<file path="config.mk">
export PLATFORM = sky130hd
export DESIGN_NAME = alu_frame_sequencer
export DESIGN_NICKNAME = d
export VERILOG_FILES = /design/src/rtl/seq_pkg.sv /design/src/rtl/seq_regfile.sv /design/src/rtl/alu_frame_sequencer.sv
export SDC_FILE = /design/constraint.sdc
export NUM_CORES = 1
export LEC_CHECK = 0
export ABC_CLOCK_PERIOD_IN_PS = 11600
export CORE_MARGIN = 3
export CORE_UTILIZATION = 60
export DETAILED_ROUTE_END_ITERATION = 10
export GPL_TIMING_DRIVEN = 0
export PLACE_DENSITY = 0.82
export SLEW_MARGIN = 40
export SYNTH_ARGS = -nofsm -noshare
export SYNTH_HDL_FRONTEND = slang
export SYNTH_HIERARCHICAL = 1
export SYNTH_SLANG_ARGS = --single-unit
</file>
<file path="constraint.sdc">
create_clock -name clk -period 11.6 [get_ports clk]
set_input_delay 1.74 -clock clk [delete_from_list [all_inputs] [get_ports clk]]
set_output_delay 1.74 -clock clk [all_outputs]
set_load 0.03 [all_outputs]
</file>
<file path="src/rtl/seq_pkg.sv">
// Shared types and constants for the per-frame ALU program sequencer.
// Optional immediate operand support is enabled with ALU_SEQ_IMMEDIATE_EN.
package seq_pkg;

    localparam int NUM_REGS = 8;

    localparam logic [2:0] ST_IDLE  = 3'd0;
    localparam logic [2:0] ST_FETCH = 3'd1;
    localparam logic [2:0] ST_EXEC  = 3'd2;
    localparam logic [2:0] ST_WRITE = 3'd3;
    localparam logic [2:0] ST_DONE  = 3'd4;

    typedef enum logic [2:0] {
        IDLE  = ST_IDLE,
        FETCH = ST_FETCH,
        EXEC  = ST_EXEC,
        WRITE = ST_WRITE,
        DONE  = ST_DONE
    } seq_state_t;

    localparam logic [3:0] OP_HALT = 4'hF;

    localparam int OP_MSB   = 15;
    localparam int OP_LSB   = 12;
    localparam int IMM_BIT  = 11;
    localparam int RD_MSB   = 10;
    localparam int RD_LSB   = 8;
    localparam int RS1_MSB  = 6;
    localparam int RS1_LSB  = 4;
    localparam int RS2_MSB  = 2;
    localparam int RS2_LSB  = 0;
    localparam int IMM4_MSB = 3;
    localparam int IMM4_LSB = 0;

    // Bit 7 is reserved; bit 3 is only meaningful as the top of imm4.
    typedef struct packed {
        logic [OP_MSB-OP_LSB:0]   op;
        logic                     imm;
        logic [RD_MSB-RD_LSB:0]   rd;
        logic                     rsv7;
        logic [RS1_MSB-RS1_LSB:0] rs1;
        logic                     imm3;
        logic [RS2_MSB-RS2_LSB:0] rs2;
    } instr_t;

    function automatic logic [IMM4_MSB-IMM4_LSB:0] imm4(input instr_t i);
        return {i.imm3, i.rs2};
    endfunction

endpackage

</file>
<file path="src/rtl/seq_regfile.sv">
// 8-entry display register file: one synchronous write port,
// two ALU operand read ports and one display read port, all combinational.
module seq_regfile
    import seq_pkg::*;
#(
    parameter int DATA_W = 16
) (
    input  logic              clk,
    input  logic              reset,
    input  logic              we,
    input  logic [2:0]        waddr,
    input  logic [DATA_W-1:0] wdata,
    input  logic [2:0]        raddr1,
    input  logic [2:0]        raddr2,
    input  logic [2:0]        raddr3,
    output logic [DATA_W-1:0] rdata1,
    output logic [DATA_W-1:0] rdata2,
    output logic [DATA_W-1:0] rdata3
);

    logic [DATA_W-1:0] mem [NUM_REGS];

    always_ff @(posedge clk or posedge reset) begin
        if (reset) begin
            for (int i = 0; i < NUM_REGS; i++) begin
                mem[i] <= '0;
            end
        end else if (we) begin
            mem[waddr] <= wdata;
        end
    end

    // A write lands at the clock edge, so readers see it the cycle after.
    assign rdata1 = mem[raddr1];
    assign rdata2 = mem[raddr2];
    assign rdata3 = mem[raddr3];

endmodule

</file>
<file path="src/rtl/alu_frame_sequencer.sv">
// Runs the ROM program through the shared ALU once per vsync rising edge.
// Define ALU_SEQ_IMMEDIATE_EN to let ir[11] select imm4 as operand2.
module alu_frame_sequencer
    import seq_pkg::*;
#(
    parameter int PROG_LEN = 16,
    parameter int DATA_W   = 16,
    parameter int PC_W     = 4
) (
    input  logic              clk,
    input  logic              reset,
    input  logic              vga_v_sync,
    output logic [PC_W-1:0]   prog_addr,
    input  logic [15:0]       prog_data,
    output logic [DATA_W-1:0] alu_operand1,
    output logic [DATA_W-1:0] alu_operand2,
    output logic [3:0]        alu_operation,
    input  logic [DATA_W-1:0] alu_result,
    input  logic [2:0]        rd_addr,
    output logic [DATA_W-1:0] rd_data,
    output logic              busy,
    output logic              done,
    output logic              overrun
);

    localparam logic [PC_W-1:0] PC_LAST = PC_W'(PROG_LEN - 1);

    seq_state_t        state;
    seq_state_t        state_nx;
    logic              vs_q;
    logic              vs_rise;
    logic [PC_W-1:0]   pc;
    logic [PC_W-1:0]   pc_nx;
    instr_t            ir;
    logic              is_halt;
    logic              we;
    logic              exec_live;
    logic [DATA_W-1:0] res_q;
    logic [DATA_W-1:0] op1_q;
    logic [DATA_W-1:0] op2_q;
    logic [3:0]        opc_q;
    logic [DATA_W-1:0] rs1_data;
    logic [DATA_W-1:0] rs2_data;
    logic [DATA_W-1:0] op2_sel;
    logic              ir_unused;

    assign vs_rise   = vga_v_sync & ~vs_q;
    assign is_halt   = (ir.op == OP_HALT);
    assign exec_live = (state == EXEC) && !is_halt;
    assign ir_unused = ^{ir.rsv7, ir.imm, ir.imm3};

`ifdef ALU_SEQ_IMMEDIATE_EN
    assign op2_sel = ir.imm ? DATA_W'(imm4(ir)) : rs2_data;
`else
    assign op2_sel = rs2_data;
`endif

    seq_regfile #(
        .DATA_W (DATA_W)
    ) u_rf (
        .clk    (clk),
        .reset  (reset),
        .we     (we),
        .waddr  (ir.rd),
        .wdata  (res_q),
        .raddr1 (ir.rs1),
        .raddr2 (ir.rs2),
        .raddr3 (rd_addr),
        .rdata1 (rs1_data),
        .rdata2 (rs2_data),
        .rdata3 (rd_data)
    );

    // The ALU sees live operands in EXEC and the held copies otherwise.
    assign alu_operand1  = exec_live ? rs1_data : op1_q;
    assign alu_operand2  = exec_live ? op2_sel  : op2_q;
    assign alu_operation = exec_live ? ir.op    : opc_q;

    assign prog_addr = pc;
    assign busy      = (state == FETCH) || (state == EXEC) ||
                       (state == WRITE);
    assign done      = (state == DONE);

    always_ff @(posedge clk or posedge reset) begin
        if (reset) begin
            state   <= IDLE;
            vs_q    <= 1'b0;
            pc      <= '0;
            ir      <= '0;
            res_q   <= '0;
            op1_q   <= '0;
            op2_q   <= '0;
            opc_q   <= '0;
            overrun <= 1'b0;
        end else begin
            state <= state_nx;
            vs_q  <= vga_v_sync;
            pc    <= pc_nx;
            if (state == FETCH) begin
                ir <= prog_data;
            end
            if (exec_live) begin
                res_q <= alu_result;
                op1_q <= rs1_data;
                op2_q <= op2_sel;
                opc_q <= ir.op;
            end
            if (vs_rise && state != IDLE) begin
                overrun <= 1'b1;
            end
        end
    end

    always_comb begin
        state_nx = state;
        pc_nx    = pc;
        we       = 1'b0;
        unique case (state)
            IDLE: begin
                if (vs_rise) begin
                    pc_nx    = '0;
                    state_nx = FETCH;
                end
            end
            FETCH: state_nx = EXEC;
            EXEC:  state_nx = WRITE;
            WRITE: begin
                if (is_halt) begin
                    pc_nx    = '0;
                    state_nx = DONE;
                end else if (pc == PC_LAST) begin
                    we       = 1'b1;
                    pc_nx    = '0;
                    state_nx = DONE;
                end else begin
                    we       = 1'b1;
                    pc_nx    = pc + PC_W'(1);
                    state_nx = FETCH;
                end
            end
            DONE:    state_nx = IDLE;
            default: state_nx = IDLE;
        endcase
    end

endmodule

</file>
==> reports/results.ini <==
[global_routing]
grt_first_pass_wirelength_mm=43.6
grt_overflow=0
grt_usage=0.290
grt_max_degree=83
grt_pass1_vias=7253
antenna_found_initial=0

[setup_path]
cp.arrival_ns=3.57
critPathMaxFanout=10
slowest_delay_ns=0.60
startpoint_type=input pin
path_cells=buf_6 -> buf_6 -> mux4_1 -> mux2_2 -> clkdlybuf4s50_1
cp-end-kind=output port
critical_path_required_ns=9.86
cp_slowest_cell=clkdlybuf4s50_1
rr_worst_depth=7
path_common_cell=buf_6
crit_type=in2out

[place]
portBuffers=90
hpwl_mm=18.6
dpl.cell_count=955
place_congestion=0.877

[sta]
finalClockSkew_ns=0.0149
finalCriticalPeriod_ns=5.31
fin_crit_sh=0.458
relSlewSlack=0.431
hold_viol=0
fmax_mhz=188
drv_slew=0
rsz0062_at_grt=no
setup_violations=0
tns_ns=0
tightest_slew_ns=0.854

[run_status]
status=finished clean

[layout]
area_delta_synth_final_pct=17.6
n_antenna_cell=0
fin_cells=993
final_layout_size_suffix_gt1_frac=0.483
layout_commonest_cell=mux2_2
final_cell_mix=mux2_2, dfrtp_1, clkdlybuf4s50_1, mux4_1, mux4_2
nets=793

[logic_synthesis]
synth_area_sq_mm=0.0110
synth_top_area_cell=dfrtp_1
synth_top_area_frac=0.461
synth_cell_types=44
syn_area_per_cell_sq_um=17.2
synth-seq-area-share=0.461
synth_seq_cells=202
synth_flop_cell=dfrtp_1
syn_inst=638
synthTopCellsByArea=dfrtp_1, mux2_2, mux4_1
synth_edf_count=0
synthesis.nets=677
ys_async_sr_fraction=1.00
yosysWarnings=6

[routing]
vias=6673
drc=0
dr.pass1.iters=5
drt-total-wl_mm=28.0
routedWlPerCell_um=28.2
ant_nets=0
viasPerCell=6.72
dr.first_iter.drc_count=532

[pwr]
ir_worst_vdd_uv=229
p_leak_nw=5.49
powerDensity_mw_per_mm2=334

[clock_tree]
insertion_delay_ns=0.50
clk_path_buf_depth=3
clk_pin_slew_ns=0.06
cts_buffers=22
post_cts_buffers=0
cts_root_buf=clkbuf_16
cts_tree=yes
cts_resized=0
clock-sinks=202
cts_hold_buf=0
htree_num_levels=1

[min_path]
hold_path_class=reg2reg
holdPathStages=1

[floorplan]
die-height_um=141
row_count=48
core_area_sq_mm=0.0176
die_width_um=141
dieArea_sq_mm=0.0199
start_util=0.623
io_pins=97

[flow_run]
maxCapViolations=0

==> final cells by class <==
cell class | instances | area (sq um)
Multi-Input combinational cell | 379 | 5420
Sequential cell | 202 | 5050
Fill cell | 1089 | 4720
Timing Repair Buffer | 92 | 956
Clock buffer | 35 | 651
Buffer | 53 | 472
Tap cell | 225 | 282
Inverter | 4 | 27.5
Clock inverter | 3 | 17.5
==> worst paths after layout <==
check | startpoint | end | slack (ns)
worst min register to register | overrun$_DFFE_PP0P_ | overrun$_DFFE_PP0P_ | 0.46
worst min-delay path | overrun$_DFFE_PP0P_ | overrun$_DFFE_PP0P_ | 0.46
worst max-delay path | rd_addr[2] | rd_data[13] | 6.29
max in group asynchronous | reset | u_rf/mem[92]$_DFFE_PP0P_ | 9.11
worst max register to register | ir[15]$_DFFE_PP0P_ | u_rf/mem[55]$_DFFE_PP0P_ | 8.90
min in group asynchronous | reset | op1_q[10]$_DFF_PP0_ | 1.71
==> cells by family (layout without fill, tap and decap cells) <==
kind of cell,count (synthesis),count (layout),synth area share
fa+ha+maj,1,1,0.00114
mux,333,333,0.458
simple gates,30,30,0.0240
compound gates,15,15,0.0110
flops,202,202,0.461
buf+inv,57,187,0.0444
==> metrics by stage <==
stage                util  total power, mW  hold WS (ns)  area (sq um)  worst slack (ns)
finish              0.732             4.30         0.459         12900              6.29
detailed placement  0.694             3.63         0.446         12200              6.31
CTS                 0.732             4.30         0.465         12900              6.30
floorplan               -             2.90         0.475         11000              6.45
global route        0.732             4.51         0.483         12900              6.27
global placement    0.690             3.53         0.442         12100              4.86
==> flip-flops by register name, summed over array words and instances, names as in the netlist <==
register,count
u_rf/mem,128
res_q,16
ir,13
opc_q,4
prog_addr,4
op1_q,16
vs_q,1
op2_q,16
overrun,1
state,3
==> synthesized netlist by cell type (3+ instances only) <==
| cell | count |
|---|---|
| mux4_1 | 49 |
| buf_4 | 9 |
| o22a_1 | 4 |
| dfrtp_1 | 202 |
| buf_6 | 19 |
| mux2_2 | 234 |
| nand2_1 | 3 |
| a22o_1 | 3 |
| buf_2 | 14 |
| nor2_1 | 3 |
| mux4_2 | 45 |
| mux2_1 | 3 |
| nand4b_2 | 3 |
| clkbuf_8 | 4 |
| inv_1 | 4 |
| nor2b_1 | 3 |
==> layer usage <==
layer / share of wire / global-route usage / wire length, um
met1: 0.40 / 0.399 / 11300
met2: 0.50 / 0.476 / 13900
met3: 0.069 / 0.0536 / 1920
met4: 0.030 / 0.0877 / 833
met5: 0 / 0 / 0
==> power by group <==
| group | internal [mW] | switching [mW] |
|---|---|---|
| combinational | 1.25 | 1.02 |
| sequential | 1.05 | 0.333 |
| clock | 0.382 | 0.268 |
==> worst max-delay path: cells and delay by family <==
family,cells,cell delay (ns)
buf+inv,3,0.93
mux,2,0.89
No activity file was read; power rests on OpenSTA's default activity.
